File: config.mk
export PLATFORM = sky130hd
export DESIGN_NAME = instr_encoder
export DESIGN_NICKNAME = d
export VERILOG_FILES = /design/src/rtl/instr_encoder_pkg.sv /design/src/rtl/instr_encoder_pack.sv /design/src/rtl/instr_encoder.sv
export SDC_FILE = /design/constraint.sdc
export NUM_CORES = 1
export LEC_CHECK = 0
export CAP_MARGIN = 10
export CELL_PAD_IN_SITES_DETAIL_PLACEMENT = 0
export CELL_PAD_IN_SITES_GLOBAL_PLACEMENT = 1
export CORE_UTILIZATION = 36
export DETAILED_ROUTE_END_ITERATION = 7
export GPL_TIMING_DRIVEN = 0
export PLACE_DENSITY_LB_ADDON = 0.12
export SYNTH_ARGS = -nofsm -noshare
export SYNTH_HDL_FRONTEND = slang
export SYNTH_SLANG_ARGS = --single-unit
File: constraint.sdc
create_clock -name clk -period 4.4 [get_ports clk]
set_input_delay 0.88 -clock clk [delete_from_list [all_inputs] [get_ports clk]]
set_output_delay 0.88 -clock clk [all_outputs]
set_load 0.01 [all_outputs]
File: src/rtl/instr_encoder_pkg.sv
// Shared definitions for the RV32I ALU instruction encoder.
// Holds the ALU opcodes, the funct3 codes that matter to the packer,
// the FSM state encoding and a small shift-detect helper.
package instr_encoder_pkg;

  localparam logic [6:0] OP_ALU   = 7'h33;  // R-type register-register ALU
  localparam logic [6:0] OP_ALU_I = 7'h13;  // I-type register-immediate ALU

  localparam logic [2:0] F3_ADD = 3'b000;   // ADD/SUB
  localparam logic [2:0] F3_SLL = 3'b001;   // shift left logical
  localparam logic [2:0] F3_SR  = 3'b101;   // SRL/SRA

  typedef enum logic [1:0] {
    S_IDLE  = 2'd0,
    S_LOAD  = 2'd1,
    S_WRITE = 2'd2,
    S_DONE  = 2'd3
  } state_t;

  // Immediate shifts carry a 5-bit shamt plus funct7 instead of a 12-bit immediate.
  function automatic logic is_shift(input logic [2:0] f3);
    return (f3 == F3_SLL) || (f3 == F3_SR);
  endfunction

endpackage

File: src/rtl/instr_encoder_pack.sv
// Combinational field-to-word packer.
// Ports: alu_src selects R-type (1) or I-type (0); rs1/rs2/rd register indices;
// alu_op = {funct7[5], funct3}; imm = I-type immediate (shamt in [4:0] for shifts);
// word = packed 32-bit instruction; illegal = tuple has no valid RV32I encoding.
module instr_encoder_pack
  import instr_encoder_pkg::*;
(
  input  logic        alu_src,
  input  logic [4:0]  rs1,
  input  logic [4:0]  rs2,
  input  logic [4:0]  rd,
  input  logic [3:0]  alu_op,
  input  logic [11:0] imm,
  output logic [31:0] word,
  output logic        illegal
);

  logic [2:0] f3_s;
  assign f3_s = alu_op[2:0];

  // Pack the fields and flag funct7[5] on an opcode that has no alternate form.
  always_comb begin
    word    = 32'h0000_0000;
    illegal = 1'b0;
    if (alu_src) begin
      // Only ADD/SUB and SRL/SRA have a funct7[5]=1 variant.
      word    = {1'b0, alu_op[3], 5'b00000, rs2, rs1, f3_s, rd, OP_ALU};
      illegal = alu_op[3] && (f3_s != F3_ADD) && (f3_s != F3_SR);
    end else if (is_shift(f3_s)) begin
      // SLLI/SRLI/SRAI: upper immediate bits become funct7.
      word    = {1'b0, alu_op[3], 5'b00000, imm[4:0], rs1, f3_s, rd, OP_ALU_I};
      illegal = alu_op[3] && (f3_s != F3_SR);
    end else begin
      // No SUBI exists, so funct7[5] is never legal here.
      word    = {imm, rs1, f3_s, rd, OP_ALU_I};
      illegal = alu_op[3];
    end
  end

endmodule

File: src/rtl/instr_encoder.sv
// Program loader: encodes ALU field tuples and writes them sequentially into
// the instruction memory write port, one word per two cycles.
// Ports: clk/rst_n clock and async active-low reset; start (re)starts a load at
// BASE_ADDR; in_valid/in_ready tuple handshake; alu_src/rs1/rs2/rd/alu_op/imm/last
// tuple fields; mem_we/mem_addr/mem_wdata memory write port; count words written;
// done load finished; full DEPTH words written; err sticky illegal-tuple flag.
module instr_encoder
  import instr_encoder_pkg::*;
#(
  parameter int ADDR_W    = 8,
  parameter int BASE_ADDR = 0,
  parameter int DEPTH     = 256
) (
  input  logic              clk,
  input  logic              rst_n,
  input  logic              start,
  input  logic              in_valid,
  output logic              in_ready,
  input  logic              alu_src,
  input  logic [4:0]        rs1,
  input  logic [4:0]        rs2,
  input  logic [4:0]        rd,
  input  logic [3:0]        alu_op,
  input  logic [11:0]       imm,
  input  logic              last,
  output logic              mem_we,
  output logic [ADDR_W-1:0] mem_addr,
  output logic [31:0]       mem_wdata,
  output logic [ADDR_W:0]   count,
  output logic              done,
  output logic              full,
  output logic              err
);

  localparam logic [ADDR_W-1:0] FIRST_ADDR = ADDR_W'(BASE_ADDR);
  localparam logic [ADDR_W-1:0] LAST_ADDR  = ADDR_W'(BASE_ADDR + DEPTH - 1);
  localparam logic [ADDR_W-1:0] ADDR_ONE   = ADDR_W'(1);
  localparam logic [ADDR_W:0]   CNT_ONE    = (ADDR_W + 1)'(1);

  state_t             state_r;
  state_t             state_s;
  logic [31:0]        word_r;
  logic               last_r;
  logic [ADDR_W-1:0]  addr_r;
  logic [ADDR_W:0]    count_r;
  logic               done_r;
  logic               full_r;
  logic               err_r;
  logic [31:0]        pack_word_s;
  logic               pack_illegal_s;
  logic               at_end_s;

  instr_encoder_pack u_pack (
    .alu_src (alu_src),
    .rs1     (rs1),
    .rs2     (rs2),
    .rd      (rd),
    .alu_op  (alu_op),
    .imm     (imm),
    .word    (pack_word_s),
    .illegal (pack_illegal_s)
  );

  assign at_end_s = (addr_r == LAST_ADDR);

  // START overrides the state, so it also suppresses handshake and pending write.
  assign in_ready  = (state_r == S_LOAD) && !start;
  assign mem_we    = (state_r == S_WRITE) && !start;
  assign mem_addr  = addr_r;
  assign mem_wdata = word_r;
  assign count     = count_r;
  assign done      = done_r;
  assign full      = full_r;
  assign err       = err_r;

  // Next-state logic.
  always_comb begin
    state_s = state_r;
    if (start) begin
      state_s = S_LOAD;
    end else begin
      case (state_r)
        S_IDLE:  state_s = S_IDLE;
        S_LOAD:  state_s = (in_valid && !pack_illegal_s) ? S_WRITE : S_LOAD;
        S_WRITE: state_s = (last_r || at_end_s) ? S_DONE : S_LOAD;
        S_DONE:  state_s = S_DONE;
        default: state_s = S_IDLE;
      endcase
    end
  end

  // State, captured word, address/count and status flags.
  always_ff @(posedge clk or negedge rst_n) begin
    if (!rst_n) begin
      state_r <= S_IDLE;
      word_r  <= 32'h0000_0000;
      last_r  <= 1'b0;
      addr_r  <= FIRST_ADDR;
      count_r <= '0;
      done_r  <= 1'b0;
      full_r  <= 1'b0;
      err_r   <= 1'b0;
    end else begin
      state_r <= state_s;
      if (start) begin
        addr_r  <= FIRST_ADDR;
        count_r <= '0;
        done_r  <= 1'b0;
        full_r  <= 1'b0;
        err_r   <= 1'b0;
      end else begin
        case (state_r)
          S_LOAD: begin
            if (in_valid) begin
              if (pack_illegal_s) begin
                err_r <= 1'b1;
              end else begin
                word_r <= pack_word_s;
                last_r <= last;
              end
            end
          end
          S_WRITE: begin
            count_r <= count_r + CNT_ONE;
            // Address holds at the last word so it never wraps.
            if (at_end_s) begin
              full_r <= 1'b1;
              done_r <= 1'b1;
            end else begin
              addr_r <= addr_r + ADDR_ONE;
              if (last_r) begin
                done_r <= 1'b1;
              end
            end
          end
          default: begin
          end
        endcase
      end
    end
  end

endmodule
==> out/results.txt, run 1 <==
status - finished clean
I/O pins - 91
LEAKAGE - 1.433 nW
Std-Cell Rows - 28
fin crit share - 76.84%
Synth Area in Simple Gates - 12.58%
DR pass1 iterations - 4
total grt overflow - 0
Internal - 0.8865 mW
critical-path cell list - clkdlybuf4s50_1 > clkbuf_1 > nor3_1 > clkdlybuf4s50_1
final wirelength - 5116 microns
Routed Antenna Nets - 0
delay-heaviest family, CP - buffers and inverters
XOR/XNOR share of the synthesized area - 3.387%
CP endpoint kind - output pin
PwrDens - 353.5 nW/um^2
Clock Tree Root - clkbuf_8
H-tree levels - 2
critical path type - in2out
number of port buffers - 86
Crit Path Max Fanout - 10
Primary FF master, synth - dfrtp_1
Initial DRC Count - 61
Nets - 333
maximum clock path buffer count - 2
final cell count without fillers - 370
upper clock frequency limit - 295.8 MHz
RSZ-0062 raised after global routing - no
first-pass GRT wire length - 8528 microns
overall power - 1.203 mW
dpl cell area - 3312 sq um
Stages on worst setup path - 4
die height - 82.40 microns
combinational share of power - 29.0%
max_cap viols - 0
fraction of synthesized area in multiplexers - 17.26%
CP dominant cell by count - clkdlybuf4s50_1
die footprint - 6790 sq um
design area - 3403 sq um
post-cts gate resize count - 0
relative slew slack - 52.42%
Sink Count - 50
Die Span X - 82.40 microns
Fin Clk Skew - 3.357 ps
Mapped Cells - 198
FFs w/ async S/R, synth - 100.0%
number of enable flip-flop cells after synthesis - 0
clk_lat worst skew - 290 ps
setup repair bufs after CTS - 0
largest net degree at the start of global routing - 30
peak supply drop - 250.3 uV
share of layout cells above drive strength 1 - 17.63%
clk slew on worst S/H paths - 90 ps
DRC - 0
starting density of the core - 38.40%
Yosys cell types - 41
Final setup viols - 0
Data required, critical path - 3520 ps
placer congestion estimate - 0.7446
Hold Crit Class - reg2reg
Worst setup SP type - input port
largest family of logic cells by synthesized area - multiplexers
CP max stage delay - 590 ps
Total GRT Usage - 16.93%
TritonCTS Buffers - 5
Synth Area in Adders - 1.075%
complex-gate fraction of the synthesized area - 5.753%
hold buffers post-CTS - 0
Max Slew Vio Count - 0
Crit-path slowest cell - clkdlybuf4s50_1
core footprint - 6061 sq um
vias - 1,789
dpl hpwl - 3796 microns
worst r2r path cells - 5
Sw Ratio - 26.31%
Hold Vio Cnt, Final - 0
Syn Area/Cell - 11.75 sq um
min Tclk post-route - 3381 ps
Clk pwr share - 23.0%
setup TNS - 0 ps
Seq pwr share - 48.0%
Seq/Total Area, Yosys - 53.76%
Psw - 0.3165 mW
Avg WL per Cell - 13.83 microns
Area Overhead vs Synth - 46.24%
Mapped Area - 2327 sq um
CTS tree - built
WP buf/inv - 3
Slew @ Worst Pin - 713.7 ps
Critical Path AT - 2500 ps
r2r setup slk - 2620 ps
Antenna diodes - 0
initial antenna violation count - 0
synth warn - 0
vias per cell - 4.835
#FFs+latches synth - 50
placed cell count - 362
Min-Delay Path Depth - 1
vias in the first global route - 1,861
-- power by group through the flow --
stage | logic [mW] | registers [mW] | clock network [mW]
3_3_place_gp | 0.349 | 0.583 | 0
6_report | 0.348 | 0.578 | 0.277
4_1_cts | 0.355 | 0.579 | 0.291
5_1_grt | 0.373 | 0.588 | 0.308
3_5_place_dp | 0.354 | 0.586 | 0
2_1_floorplan | 0.104 | 0.618 | 0
-- synthesized netlist by cell type (3+ instances only) --
cell type / n / area share, %
buf_4: 6 / 1.9
o21ai_0: 7 / 1.5
nand4_1: 6 / 1.6
inv_1: 12 / 1.9
xor2_1: 6 / 2.3
mux2_2: 25 / 12
nand2_1: 12 / 1.9
nor2_1: 16 / 2.6
xnor2_1: 3 / 1.1
and2_1: 3 / 0.81
dfrtp_1: 50 / 54
a21oi_1: 5 / 1.1
nor3_1: 4 / 0.86
mux2i_1: 9 / 3.9
-- metal layers --
metal  global-route usage, %  part of all wire [%]  vias to the layer above
met5                       0                     0                        -
met4                   4.737                  0.72                        0
met3                   5.934                   7.5                        5
met2                   28.18                    47                       52
met1                   20.65                    45                      872
li1                        -                     -                      860
-- cell families (layout without fill, tap and decap cells) --
| logic type | Yosys count | count (layout) |
|---|---|---|
| fa+ha+maj | 2 | 2 |
| mux | 36 | 36 |
| flops | 50 | 50 |
| other cells | 1 | 3 |
| xor+xnor | 9 | 9 |
| compound gates | 21 | 21 |
| buf+inv | 24 | 119 |
| simple gates | 55 | 55 |
-- worst reg2reg max path: cells and delay by family, from the launching register on --
family          cells  cell delay, ps
flops               1             460
simple gates        2             300
mux                 1             230
fa+ha+maj           1             270
compound gates      1             390
-- area by class of cell --
| type | instances | area [sq um] |
|---|---|---|
| Buffer | 12 | 95.09 |
| Sequential cell | 50 | 1251 |
| Timing Repair Buffer | 87 | 883.3 |
| Inverter | 12 | 45.04 |
| Tap cell | 75 | 93.84 |
| Clock inverter | 1 | 5.005 |
| Clock buffer | 7 | 86.33 |
| Fill cell | 544 | 2658 |
| Multi-Input combinational cell | 126 | 943.4 |
-- metrics by stage --
stage | util (%) | setup slack, ps | hold WS, ps
3_3_place_gp | 54.27 | 849.2 | 475.3
2_1_floorplan | - | 2138 | 493.9
6_report | 56.15 | 1019 | 504.7
5_1_grt | 56.15 | 948.8 | 527.8
4_1_cts | 56.15 | 1031 | 515.4
3_5_place_dp | 54.64 | 1032 | 489.2
-- state kept, by name, summed over array words and instances (netlist names) --
signal     flops
last_r         1
state_r        2
count          9
err            1
full           1
mem_wdata     27
done           1
mem_addr       8
-- worst paths after layout --
check,end,from
worst min register to register,err,err
min in group asynchronous,mem_wdata[4],rst_n
worst min-delay path,err,err
worst max register to register,mem_addr[1],mem_addr[0]
max in group asynchronous,mem_wdata[19],rst_n
worst max-delay path,in_ready,start
-- cell usage in the layout, fill, tap and decap left out, types with 2 or more instances in the layout --
cell             count
a21oi_1              5
and2_1               3
and4b_1              2
buf_2                2
buf_4                6
buf_6                2
clkbuf_1             3
clkbuf_8             6
clkdlybuf4s50_1     85
conb_1               3
dfrtp_1             50
ha_1                 2
inv_1               12
mux2_2              25
mux2_4               2
mux2i_1              9
nand2_1             12
nand3_1              2
nand4_1              6
nor2_1              16
nor3_1               4
o21ai_0              7
or2_2                2
xnor2_1              3
xor2_1               6
No activity file was read; power rests on OpenSTA's default activity.
==> run 2, diff against run 1 <==
--- a/config.mk
+++ b/config.mk
@@ -8,7 +8,7 @@
 export CAP_MARGIN = 10
 export CELL_PAD_IN_SITES_DETAIL_PLACEMENT = 0
 export CELL_PAD_IN_SITES_GLOBAL_PLACEMENT = 1
-export CORE_UTILIZATION = 36
+export CORE_UTILIZATION = 33
 export DETAILED_ROUTE_END_ITERATION = 7
 export GPL_TIMING_DRIVEN = 0
 export PLACE_DENSITY_LB_ADDON = 0.12
==> constraint.sdc (replaced) <==
create_clock -name clk -period 3.35 [get_ports clk]
set_input_delay 0.67 -clock clk [delete_from_list [all_inputs] [get_ports clk]]
set_output_delay 0.67 -clock clk [all_outputs]
set_load 0.01 [all_outputs]
==> run 2 against run 1 <==
Register-to-register slack lost 1100 ps. Final area grew 0.55%. Count of clock-buffer cells in the layout is the same. Die area grew 8.9%. Clock power grew 31%. Largest cell class unchanged.
==> out/results.txt, run 2 (synthesis gave the netlist of run 1 again) <==
Area Overhead vs Synth - 47.04%
dpl cell area - 3331 sq um
design area - 3422 sq um
Max Slew Vio Count - 0
vias in the first global route - 1,785
die footprint - 7392 sq um
DR pass1 iterations - 4
Final setup viols - 0
first-pass GRT wire length - 8638 microns
Crit-path slowest cell - clkdlybuf4s50_1
Nets - 333
max reg flops - 27
fin crit share - 86.66%
share of layout cells above drive strength 1 - 17.63%
Avg WL per Cell - 13.37 microns
Fin Clk Skew - 6.046 ps
CP endpoint kind - output pin
status - finished clean
placed cell count - 383
dpl hpwl - 3849 microns
Data required, critical path - 2680 ps
post-cts gate resize count - 0
peak supply drop - 268.4 uV
Most Used Layer, Global Route - met2
PwrDens - 461.8 nW/um^2
Antenna diodes - 0
GR Layer Usage met2 - 22.66%
Crit Path Max Fanout - 10
die height - 85.98 microns
Initial DRC Count - 62
DRC - 0
Worst setup SP type - input port
H-tree levels - 2
initial antenna violation count - 0
min Tclk post-route - 2903 ps
vias per cell - 4.581
met3 track demand over resource - 5.967%
Std-Cell Rows - 30
setup ws final - 446.8 ps
largest net degree at the start of global routing - 27
Hold Crit Class - in2async
DP Worst Slack - 394.3 ps
most common cell after layout, fill and taps aside - clkdlybuf4s50_1
number of port buffers - 86
hold buffers post-CTS - 0
total grt overflow - 0
starting density of the core - 34.25%
Core Util, Final - 50.37%
I/O pins - 91
commonest non-fill, non-tap cells in the layout - 85 x clkdlybuf4s50_1, 50 x dfrtp_1, 25 x mux2_2, 16 x nor2_1
max_cap viols - 0
Slew @ Worst Pin - 623.1 ps
upper clock frequency limit - 344.5 MHz
Clock Tree Root - clkbuf_8
clk_lat worst skew - 300 ps
Sink Count - 50
Total GRT Usage - 15.00%
core footprint - 6794 sq um
CP dominant cell by count - clkdlybuf4s50_1
CP max stage delay - 510 ps
CTS tree - built
Die Span X - 85.98 microns
maximum clock path buffer count - 2
critical path type - in2out
GRT met1 Usage - 19.79%
Critical Path AT - 2230 ps
Routed Antenna Nets - 0
vias - 1,791
TritonCTS Buffers - 5
Hold Vio Cnt, Final - 0
clk slew on worst S/H paths - 90 ps
setup repair bufs after CTS - 0
LEAKAGE - 1.430 nW
critical-path cell list - clkdlybuf4s50_1 > clkbuf_1 > nor3_1 > clkdlybuf4s50_1
placer congestion estimate - 0.7057
RSZ-0062 raised after global routing - no
final wirelength - 5229 microns
final cell count without fillers - 391
relative slew slack - 58.46%
run 2: cell types whose count changed in the layout (fill, tap and decap cells not counted):
cell | previous run | this run
buf_12 | 0 | 1
buf_16 | 1 | 0
run 2: stage by stage:
stage / hold slack [ps] / setup TNS (ps) / power (mW)
detailed placement: 484.1 / 0 / 1.234
global placement: 479.4 / -1679 / 1.228
global route: 393.9 / 0 / 1.670
finish: 363.9 / 0 / 1.580
floorplan: 374.4 / 0 / 0.9482
CTS: 386.1 / 0 / 1.607
run 2: path summary, 6_finish.rpt:
kind                       depth (start not counted)  slack (ps)   startpoint     endpoint
setup / recovery                                   4         450        start     in_ready
hold / removal                                     1         360        rst_n  mem_addr[4]
setup reg to reg                                   5        1550  mem_addr[0]  mem_addr[1]
hold reg to reg                                    1         500          err          err
max in group asynchronous                          2        2440        rst_n  mem_addr[1]
min in group clk                                   1         500          err          err
run 2: where the power goes:
| part | leakage [nW] | total (mW) | switching (mW) | internal (mW) |
|---|---|---|---|---|
| combinational | 0.745 | 0.456 | 0.163 | 0.293 |
| clock | 0.0482 | 0.363 | 0.196 | 0.167 |
| sequential | 0.637 | 0.761 | 0.0580 | 0.703 |
run 2: metal layers:
layer / wire (microns) / up-vias
met5: 0 / -
met4: 49 / 0
met3: 434 / 8
met2: 2332 / 57
met1: 2411 / 864
li1: - / 862
run 2: worst max-delay path, delay by kind of cell:
| kind | cells | cell delay, ps |
|---|---|---|
| buffers and inverters | 3 | 1440 |
| AND/OR/NAND/NOR | 1 | 120 |
run 2: cell type report:
type	count	area, sq um
fillers	667	3372
flip-flops and latches	50	1251
multi-input cells	126	943.4
repair buffers	87	875.8
well taps	96	120.1
plain buffers	12	95.09
clock buffers	7	86.33
inverters	12	45.04
clock inverters	1	5.005
==> run 3, diff against run 2 <==
--- a/config.mk
+++ b/config.mk
@@ -8,7 +8,7 @@
 export CAP_MARGIN = 10
 export CELL_PAD_IN_SITES_DETAIL_PLACEMENT = 0
 export CELL_PAD_IN_SITES_GLOBAL_PLACEMENT = 1
-export CORE_UTILIZATION = 33
+export CORE_UTILIZATION = 36
 export DETAILED_ROUTE_END_ITERATION = 7
 export GPL_TIMING_DRIVEN = 0
 export PLACE_DENSITY_LB_ADDON = 0.12
==> constraint.sdc (replaced) <==
create_clock -name clk -period 3.4 [get_ports clk]
set_input_delay 0.68 -clock clk [delete_from_list [all_inputs] [get_ports clk]]
set_output_delay 0.68 -clock clk [all_outputs]
set_load 0.01 [all_outputs]
==> results of run 3 <==
Same layout as run 1 (identical final DEF). Status: finished clean.
Main changes from that run: setup slack after placement 1032 ps -> 431.5 ps; setup slack after layout 1019 ps -> 419.1 ps; hold slack 504.7 ps -> 426.5 ps; register-to-register setup slack 2620 ps -> 1620 ps; total power 1.203 mW -> 1.557 mW; worst IR drop on VDD 250.3 uV -> 323.9 uV
